File: src/rtl/sc_match_scorer.sv
// Grades serialized hit events and note misses, tracks combo/multiplier, accumulates song score.
// Latency: grade at edge 1, pulses/combo/multiplier after edge 2, score after edge 3; 1 event/cycle.
// No backpressure: match_en and miss_en are accepted every cycle.
module sc_match_scorer #(
  parameter int unsigned PERFECT_WIN = 2,
  parameter int unsigned GOOD_WIN    = 5,
  parameter int unsigned PERFECT_PTS = 50,
  parameter int unsigned GOOD_PTS    = 25,
  parameter int unsigned COMBO_STEP  = 10,
  parameter int unsigned MAX_MULT    = 4
) (
  input  logic        clk,
  input  logic        reset,
  input  logic        clear,
  input  logic        match_en,
  input  logic [15:0] match_dt,
  input  logic        miss_en,
  output logic        hit_perfect,
  output logic        hit_good,
  output logic        hit_miss,
  output logic [9:0]  combo,
  output logic [9:0]  max_combo,
  output logic [2:0]  multiplier,
  output logic [23:0] score
);

  localparam logic [1:0] GR_PERFECT = 2'd0;
  localparam logic [1:0] GR_GOOD    = 2'd1;
  localparam logic [1:0] GR_LATE    = 2'd2;

  localparam int unsigned SW = (COMBO_STEP > 1) ? $clog2(COMBO_STEP) : 1;

  // stage 1: magnitude and grade
  logic [15:0] dt_neg;
  logic [15:0] dt_abs;
  logic [1:0]  grade_next;

  always_comb begin
    dt_neg = ~match_dt + 16'd1;
    dt_abs = match_dt[15] ? dt_neg : match_dt;
    // only -32768 still has the top bit set after negation
    if (dt_abs[15]) dt_abs = 16'h7FFF;
    if (dt_abs <= 16'(PERFECT_WIN))   grade_next = GR_PERFECT;
    else if (dt_abs <= 16'(GOOD_WIN)) grade_next = GR_GOOD;
    else                              grade_next = GR_LATE;
  end

  logic       s1_vld;
  logic [1:0] s1_grade;
  logic       s1_miss;

  always_ff @(posedge clk or posedge reset) begin
    if (reset) begin
      s1_vld   <= 1'b0;
      s1_grade <= GR_PERFECT;
      s1_miss  <= 1'b0;
    end else if (clear) begin
      s1_vld   <= 1'b0;
      s1_grade <= GR_PERFECT;
      s1_miss  <= 1'b0;
    end else begin
      s1_vld   <= match_en;
      s1_grade <= match_en ? grade_next : GR_PERFECT;
      s1_miss  <= miss_en;
    end
  end

  // stage 2: combo, step counter, multiplier, points
  logic [SW-1:0] step;
  logic [SW-1:0] step_inc;
  logic          step_wrap;
  logic          hit_ok;
  logic          late;
  logic [9:0]    combo_inc;
  logic [2:0]    mult_inc;
  logic [11:0]   base_pts;
  logic [11:0]   pts_next;

  always_comb begin
    hit_ok    = s1_vld && (s1_grade != GR_LATE);
    late      = s1_vld && (s1_grade == GR_LATE);
    combo_inc = (combo == 10'h3FF) ? combo : combo + 10'd1;
    step_wrap = (step == SW'(COMBO_STEP - 1));
    step_inc  = step_wrap ? '0 : step + SW'(1);
    mult_inc  = (step_wrap && (multiplier < 3'(MAX_MULT))) ? multiplier + 3'd1 : multiplier;
    base_pts  = (s1_grade == GR_PERFECT) ? 12'(PERFECT_PTS) : 12'(GOOD_PTS);
    pts_next  = hit_ok ? base_pts * {9'd0, mult_inc} : 12'd0;
  end

  logic        pts_vld;
  logic [11:0] pts;

  always_ff @(posedge clk or posedge reset) begin
    if (reset) begin
      combo       <= 10'd0;
      max_combo   <= 10'd0;
      multiplier  <= 3'd1;
      step        <= '0;
      hit_perfect <= 1'b0;
      hit_good    <= 1'b0;
      hit_miss    <= 1'b0;
      pts_vld     <= 1'b0;
      pts         <= 12'd0;
    end else if (clear) begin
      combo       <= 10'd0;
      max_combo   <= 10'd0;
      multiplier  <= 3'd1;
      step        <= '0;
      hit_perfect <= 1'b0;
      hit_good    <= 1'b0;
      hit_miss    <= 1'b0;
      pts_vld     <= 1'b0;
      pts         <= 12'd0;
    end else begin
      hit_perfect <= hit_ok && (s1_grade == GR_PERFECT);
      hit_good    <= hit_ok && (s1_grade == GR_GOOD);
      hit_miss    <= late || s1_miss;
      pts_vld     <= hit_ok;
      pts         <= pts_next;
      if (hit_ok && (combo_inc > max_combo)) max_combo <= combo_inc;
      // a hit coinciding with miss_en is scored first, then the chain breaks
      if (late || s1_miss) begin
        combo      <= 10'd0;
        step       <= '0;
        multiplier <= 3'd1;
      end else if (hit_ok) begin
        combo      <= combo_inc;
        step       <= step_inc;
        multiplier <= mult_inc;
      end
    end
  end

  // stage 3: saturating score accumulate
  logic [24:0] score_sum;

  always_comb score_sum = {1'b0, score} + {13'd0, pts};

  always_ff @(posedge clk or posedge reset) begin
    if (reset) begin
      score <= 24'd0;
    end else if (clear) begin
      score <= 24'd0;
    end else if (pts_vld) begin
      score <= score_sum[24] ? 24'hFFFFFF : score_sum[23:0];
    end
  end

endmodule

File: config.mk
export PLATFORM = sky130hd
export DESIGN_NAME = sc_match_scorer
export DESIGN_NICKNAME = d
export VERILOG_FILES = /design/src/rtl/sc_match_scorer.sv
export SDC_FILE = /design/constraint.sdc
export NUM_CORES = 1
export LEC_CHECK = 0
export BUFFER_PORTS_ARGS = -buffer_cell sky130_fd_sc_hd__buf_4
export CAP_MARGIN = 20
export CELL_PAD_IN_SITES_DETAIL_PLACEMENT = 0
export CELL_PAD_IN_SITES_GLOBAL_PLACEMENT = 1
export CORE_MARGIN = 2
export CORE_UTILIZATION = 35
export CTS_CLUSTER_DIAMETER = 30
export DETAILED_ROUTE_END_ITERATION = 6
export PLACE_DENSITY = 0.74
export SLEW_MARGIN = 20
export SYNTH_ARGS = -nofsm -noshare
export SYNTH_HDL_FRONTEND = slang
export SYNTH_SLANG_ARGS = --single-unit
File: constraint.sdc
create_clock -name clk -period 4.5 [get_ports clk]
set_input_delay 0.675 -clock clk [delete_from_list [all_inputs] [get_ports clk]]
set_output_delay 0.675 -clock clk [all_outputs]
set_load 0.1 [all_outputs]
==> run metrics, run 1 <==
Psw ~0.42 mW; sequential area share after synthesis 38.5%; clock slew seen by the registers of the worst setup and hold paths ~0.060 ns; Clock Power Share a little under half; post-route cell area 0.00544 mm2; wire per inst 14.0 um; flop2flop setup slack ~1.2 ns; Yosys reg bits 68; CP cell instances ha_1 > nand2_1 > or3_1 > mux2_1 > ha_1 > nor2b_1 > o211ai_1 > a21oi_1 > o21ai_1 > buf_4 > mux2i_1 > nor2_1; pin count of the biggest net entering global routing 51; worst vdd ir 0.000146 V; final core utilization 43.7%; Worst Max-Slew Pin Slew 0.850 ns; Worst Setup SP combo[0]; Core Area about 0.012 mm2; H-tree levels 3; vias in the first global route 3580; LEAKAGE 2.55 nW; Clock Skew 0.00936 ns; CTS Sinks 68; Die Ht about 120 um; Top FF cell, synth dfrtp_1; Post-Syn Instances approximately 480; Crit. path cell count 12; via count 3773; CTS Root Cell clkbuf_16; Flop pwr share roughly 41%; initial antenna violation count 0; total grt overflow 0; hold crit path type in -> async; crit-path leading delay family simple AND/OR/NAND/NOR gates; routed wire length 10.2 mm; Worst setup EP type flop; area of the die 0.0136 mm2; share of layout cells above drive strength 1 a little under a fifth; type of the worst setup path reg -> reg; Post-CTS Resized 0; cell-internal power 1.14 mW; synthesized area per cell 9.18 um2; mapped cell area 0.00442 mm2; r2r startpoint combo[0]; Max Slew Vio Count 0; post-CTS setup buffer count 0; final count of negative-setup-slack endpoints 0; Hold Buf Count CTS 0; Area after DPL roughly 0.0051 mm2; IO Count 71; Slew headroom 43.2%; fin nets 610; Final Cycle Share between 70% and 80%; row cnt 41; Final ANT Viol Nets 0; reg2reg end max_combo[9]; drt pass-1 iters 4; CP max stage cell or3_1; # diodes 0; top cell type by total area after synthesis dfrtp_1; synth unique cells 64; Final min period about 3.3 ns; worst-case reg-to-reg path depth 12; Clock Path Buffers 2; most common cell after layout, fill and taps aside buf_4; DR vias/cell 5.17; CP arrival roughly 3.5 ns; Max-cap violations 0; top cells by area, synth dfrtp_1 38%, ha_1 9.3%, nor2_1 4.8%, a311oi_1 3.0%, inv_1 2.9%; Post-synth EDFFs 0; Filler cells 1241; die width 116 um; Critical Path Source Type flop; Net Sw Frac ~27%; Yosys warnings 0; Fmax 303 MHz; setup_tns 0 ns; CP dominant cell by count ha_1; RSZ-0062 raised after global routing false; Final Hold Slack 0.480 ns; DRC 0; Critical Path RT 4.71 ns; Synth top area share 37.9%; port buffer count 70; worst path bufs/invs 1; most frequent cells in the layout 76 x buf_4, 67 x dfrtp_1, 56 x nor2_1; total track usage 16.2%; PD cells 287 mW/mm2; crit-path max FO 11; dpl hpwl roughly 7.7 mm; Comb pwr share 13.4%; overall power 1.56 mW; Initial Util 35.5%; ys async rst share between 90% and 100%; Placer Congestion roughly 0.89; CTS buffer count 9; status finished, final reports clean; slowest cell delay on critical path slightly above 0.5 ns; 1st-iter DRT viols 277; first-pass GRT wire length 17.1 mm; worst-skew pair later-pin latency roughly 0.34 ns; area grow syn2layout 23.0%; CTS tree built; final hold violations 0
## cells by family after synthesis
kind of cell | share of synthesized area, %
DFF | 38.5
AOI/OAI and AO/OA | 19.9
buffers and inverters | 4.81
xor gates and xnor gates | 3.34
other | 0.170
and+or+nand+nor | 19.8
muxes | 2.80
adders and majority gates | 10.7
## per-stage QoR
stage,setup slack [ns],std cells
after floorplan,0.682,483
after global placement,1.35,713
after detailed placement,1.23,713
after CTS,1.21,729
after global routing,0.958,730
final,1.20,730
## flip-flops by register name, summed over array words and instances, names as in the netlist
| signal | count |
|---|---|
| hit_perfect | 1 |
| multiplier | 3 |
| max_combo | 10 |
| s1_vld | 1 |
| s1_miss | 1 |
| pts | 9 |
| hit_miss | 1 |
| step | 4 |
| score | 24 |
| s1_grade | 2 |
| pts_vld | 1 |
| hit_good | 1 |
| combo | 10 |
## synth_stat cells, types with 4 or more instances
cell type and count:
a311oi_1 15, dfrtp_1 67, nor3_1 14, a21oi_1 25, ha_1 33, nor4_1 5, o21ai_1 4, clkbuf_1 12
nand3_1 17, buf_2 5, mux2i_1 9, a31oi_1 10, and2_1 4, nand2_1 23, nand2b_1 11, o21a_1 5
o21ai_0 15, o211ai_1 5, a211oi_1 10, xor2_1 7, inv_1 34, o21bai_1 4, nor2_1 56, a22o_1 6
xnor2_1 8, nor2b_1 12, and3_1 7, nand4_1 9, a21o_1 4
## area by class of cell
cell class | count | area [um2] | area share (%)
Timing Repair Buffer | 77 | 576 | 10.6
Multi-Input combinational cell | 362 | 2510 | 46.2
Clock inverter | 4 | 47.5 | 0.874
Clock buffer | 12 | 256 | 4.71
Tap cell | 172 | 215 | 3.95
Inverter | 35 | 133 | 2.44
Sequential cell | 68 | 1700 | 31.3
## power groups by stage
stage	logic, mW	registers [mW]	clock network (mW)
CTS	0.212	0.636	0.737
global placement	0.210	0.646	0
finish	0.210	0.635	0.718
detailed placement	0.212	0.646	0
floorplan	0.0927	0.703	0
global route	0.231	0.637	0.765
## layer usage
metal | routed length, um | GRT usage [%] | part of all wire, % | up-vias
li1 | - | - | - | 1899
met2 | 4650 | 24.5 | 45 | 98
met3 | 622 | 5.24 | 6.1 | 10
met1 | 4830 | 21.7 | 47 | 1766
met4 | 136 | 5.71 | 1.3 | 0
met5 | 0 | 0 | 0 | -
## worst max path at each step
stage	endpoint	slack (ns)
global route	max_combo[9]	0.96
floorplan	max_combo[2]	0.68
CTS	max_combo[6]	1.21
detailed placement	max_combo[6]	1.23
finish	max_combo[9]	1.20
global placement	max_combo[6]	1.35
No activity file was read; power rests on OpenSTA's default activity.
==> inputs of run 2 (changes only) <==
- clock period: 4.5 -> 3.14 ns (I/O delays scaled with it)
==> run metrics, run 2 (synthesis gave the netlist of run 1 again) <==
final hold violations 0 (unchanged); CTS Sinks 68 (unchanged); DRC 0 (unchanged); Max-cap violations 0 (unchanged); dpl hpwl 7.91 mm (+3.3%); setup_tns 0 ns (unchanged); drt pass-1 iters 4 (unchanged); port buffer count 70 (unchanged); clock slew seen by the registers of the worst setup and hold paths 0.06 ns (about the same); Critical Path Source Type flop; Reg with most FFs score; Initial Util 35.5% (unchanged); 1st-iter DRT viols 258 (-6.9%); Net Sw Frac 27.6% (+0.81 points); Largest register FFs 24 (unchanged); Fmax 343 MHz (+13%); final count of negative-setup-slack endpoints 0 (unchanged); die width 116 um (unchanged); CTS buffer count 9 (unchanged); Flop pwr share 40.1% (-0.5 points); Max Slew Vio Count 0 (unchanged); Final ANT Viol Nets 0 (unchanged); Regs by FF count score: 24 flops, combo: 10 flops, max_combo: 10 flops; initial antenna violation count 0 (unchanged); Filler cells 1210 (-2.5%); total grt overflow 0 (unchanged); CP arrival 3.13 ns (-0.38 ns); final non-filler cell total 736 (+0.82%); area of the die 0.0136 mm2 (unchanged); Clock Skew 0.00706 ns (-0.00229 ns); Final Cycle Share 92.9% (+20 points); Critical Path RT 3.35 ns (-1.36 ns); first-pass GRT wire length 17.7 mm (+3.1%); CTS tree built; worst-skew pair later-pin latency 0.34 ns (about the same); worst vdd ir 0.000188 V (+29%); Clock Power Share 46.0% (about the same); share of layout cells above drive strength 1 23.0% (+3.9 points); hold crit path type in -> async; most common cell after layout, fill and taps aside buf_4; via count 3882 (+2.9%); H-tree levels 3 (unchanged); most frequent cells in the layout 82 x buf_4, 57 x dfrtp_1, 56 x nor2_1; Place WS -0.0454 ns (-1.27 ns); Psw 0.627 mW (+50%); area grow syn2layout 25.9%; PD cells 408 mW/mm2 (+42%); pin count of the biggest net entering global routing 42 (-18%); row cnt 41 (unchanged); Placer Congestion 0.904 (+1.1%); total track usage 16.6% (+0.39 points); DR vias/cell 5.27 (+2.1%); routed wire length 10.7 mm (+4.2%); Die Ht 116 um (unchanged); cell-internal power 1.65 mW (+44%); wire per inst 14.5 um (+3.3%); fin nets 616 (+0.98%); Comb pwr share 13.9% (+0.5 points); type of the worst setup path reg -> reg; vias in the first global route 3633 (+1.5%); Core Area 0.0125 mm2 (unchanged); CTS Root Cell clkbuf_16; RSZ-0062 raised after global routing false; IO Count 71 (unchanged); Clock Path Buffers 2 (unchanged); Final min period 2.92 ns (-0.384 ns); footprint of the multi-input gates 0.00259 mm2 (+3.0%); crit-path max FO 5 (-6); Worst setup EP type flop; DP Cell Count 719 (+0.84%); Worst Max-Slew Pin Slew 0.808 ns (-0.0421 ns); Slew headroom 45.7% (+2.5 points); status finished, final reports clean; LEAKAGE 2.56 nW (+0.40%); Final WS setup 0.224 ns (-0.976 ns); Seq. cell area 0.00172 mm2 (+0.74%); # diodes 0 (unchanged)
[run 2: worst max-delay path, cell delays in order (launching register included)]
cell,delay [ns]
dfrtp_1,0.41
inv_1,0.07
ha_1,0.13
nand2_1,0.10
nor3_4,0.26
xnor2_1,0.18
nor3_1,0.26
fa_1,0.47
ha_1,0.32
o21ai_0,0.09
nand2b_1,0.11
a21o_1,0.19
a21oi_1,0.13
nor2_1,0.06
[run 2: metal layers]
metal	vias up	share of wire (%)	GRT usage, %
met2	102	45	24.8
li1	1921	-	-
met3	16	4.5	3.58
met4	0	2.0	7.22
met5	-	0	0
met1	1843	49	23.1
[run 2: power groups by stage]
stage                     clock, mW  sequential, mW  combinational, mW
final                          1.05           0.911              0.316
after global routing           1.11           0.913              0.344
after CTS                      1.08           0.912              0.311
after detailed placement          0           0.927              0.308
after global placement            0           0.927              0.305
after floorplan                   0            1.01              0.139
[run 2: final timing paths]
path                            startpoint       endpoint  slack, ns  cells after the start
worst min-delay path                 reset         pts[8]       0.26                      2
min in group clk                   miss_en        s1_miss       0.35                      2
worst max register to register     step[1]         pts[8]       0.22                     13
worst min register to register   score[21]      score[21]       0.53                      1
max in group asynchronous            reset  multiplier[0]       2.08                      3
worst max-delay path               step[1]         pts[8]       0.22                     13
[run 2: cell type report]
| cell class | count | share of cell area, % |
|---|---|---|
| clock buffer | 12 | 4.61 |
| clock inverter | 4 | 0.854 |
| inverter | 35 | 2.36 |
| multi-input combinational | 363 | 46.5 |
| sequential | 68 | 30.8 |
| tap | 172 | 3.86 |
| timing repair buffer | 82 | 11.1 |
[run 2: repair_timing]
action / CTS / global route
resized for setup: 1 / 4
hold buffers: 0 / 0
endpoints found under the setup margin: 9 / 12
setup buffers: 0 / 0
gates cloned: 0 / 1
pin swaps: 0 / 1
[run 2: per-stage QoR]
step	cell area [um2]	total power, mW	hold WS [ns]	util [%]
detailed placement	5230	1.24	0.525	41.9
global placement	5230	1.23	0.509	41.9
global route	5570	2.37	0.332	44.7
floorplan	4490	1.15	0.491	-
CTS	5540	2.30	0.292	44.4
finish	5570	2.27	0.264	44.7
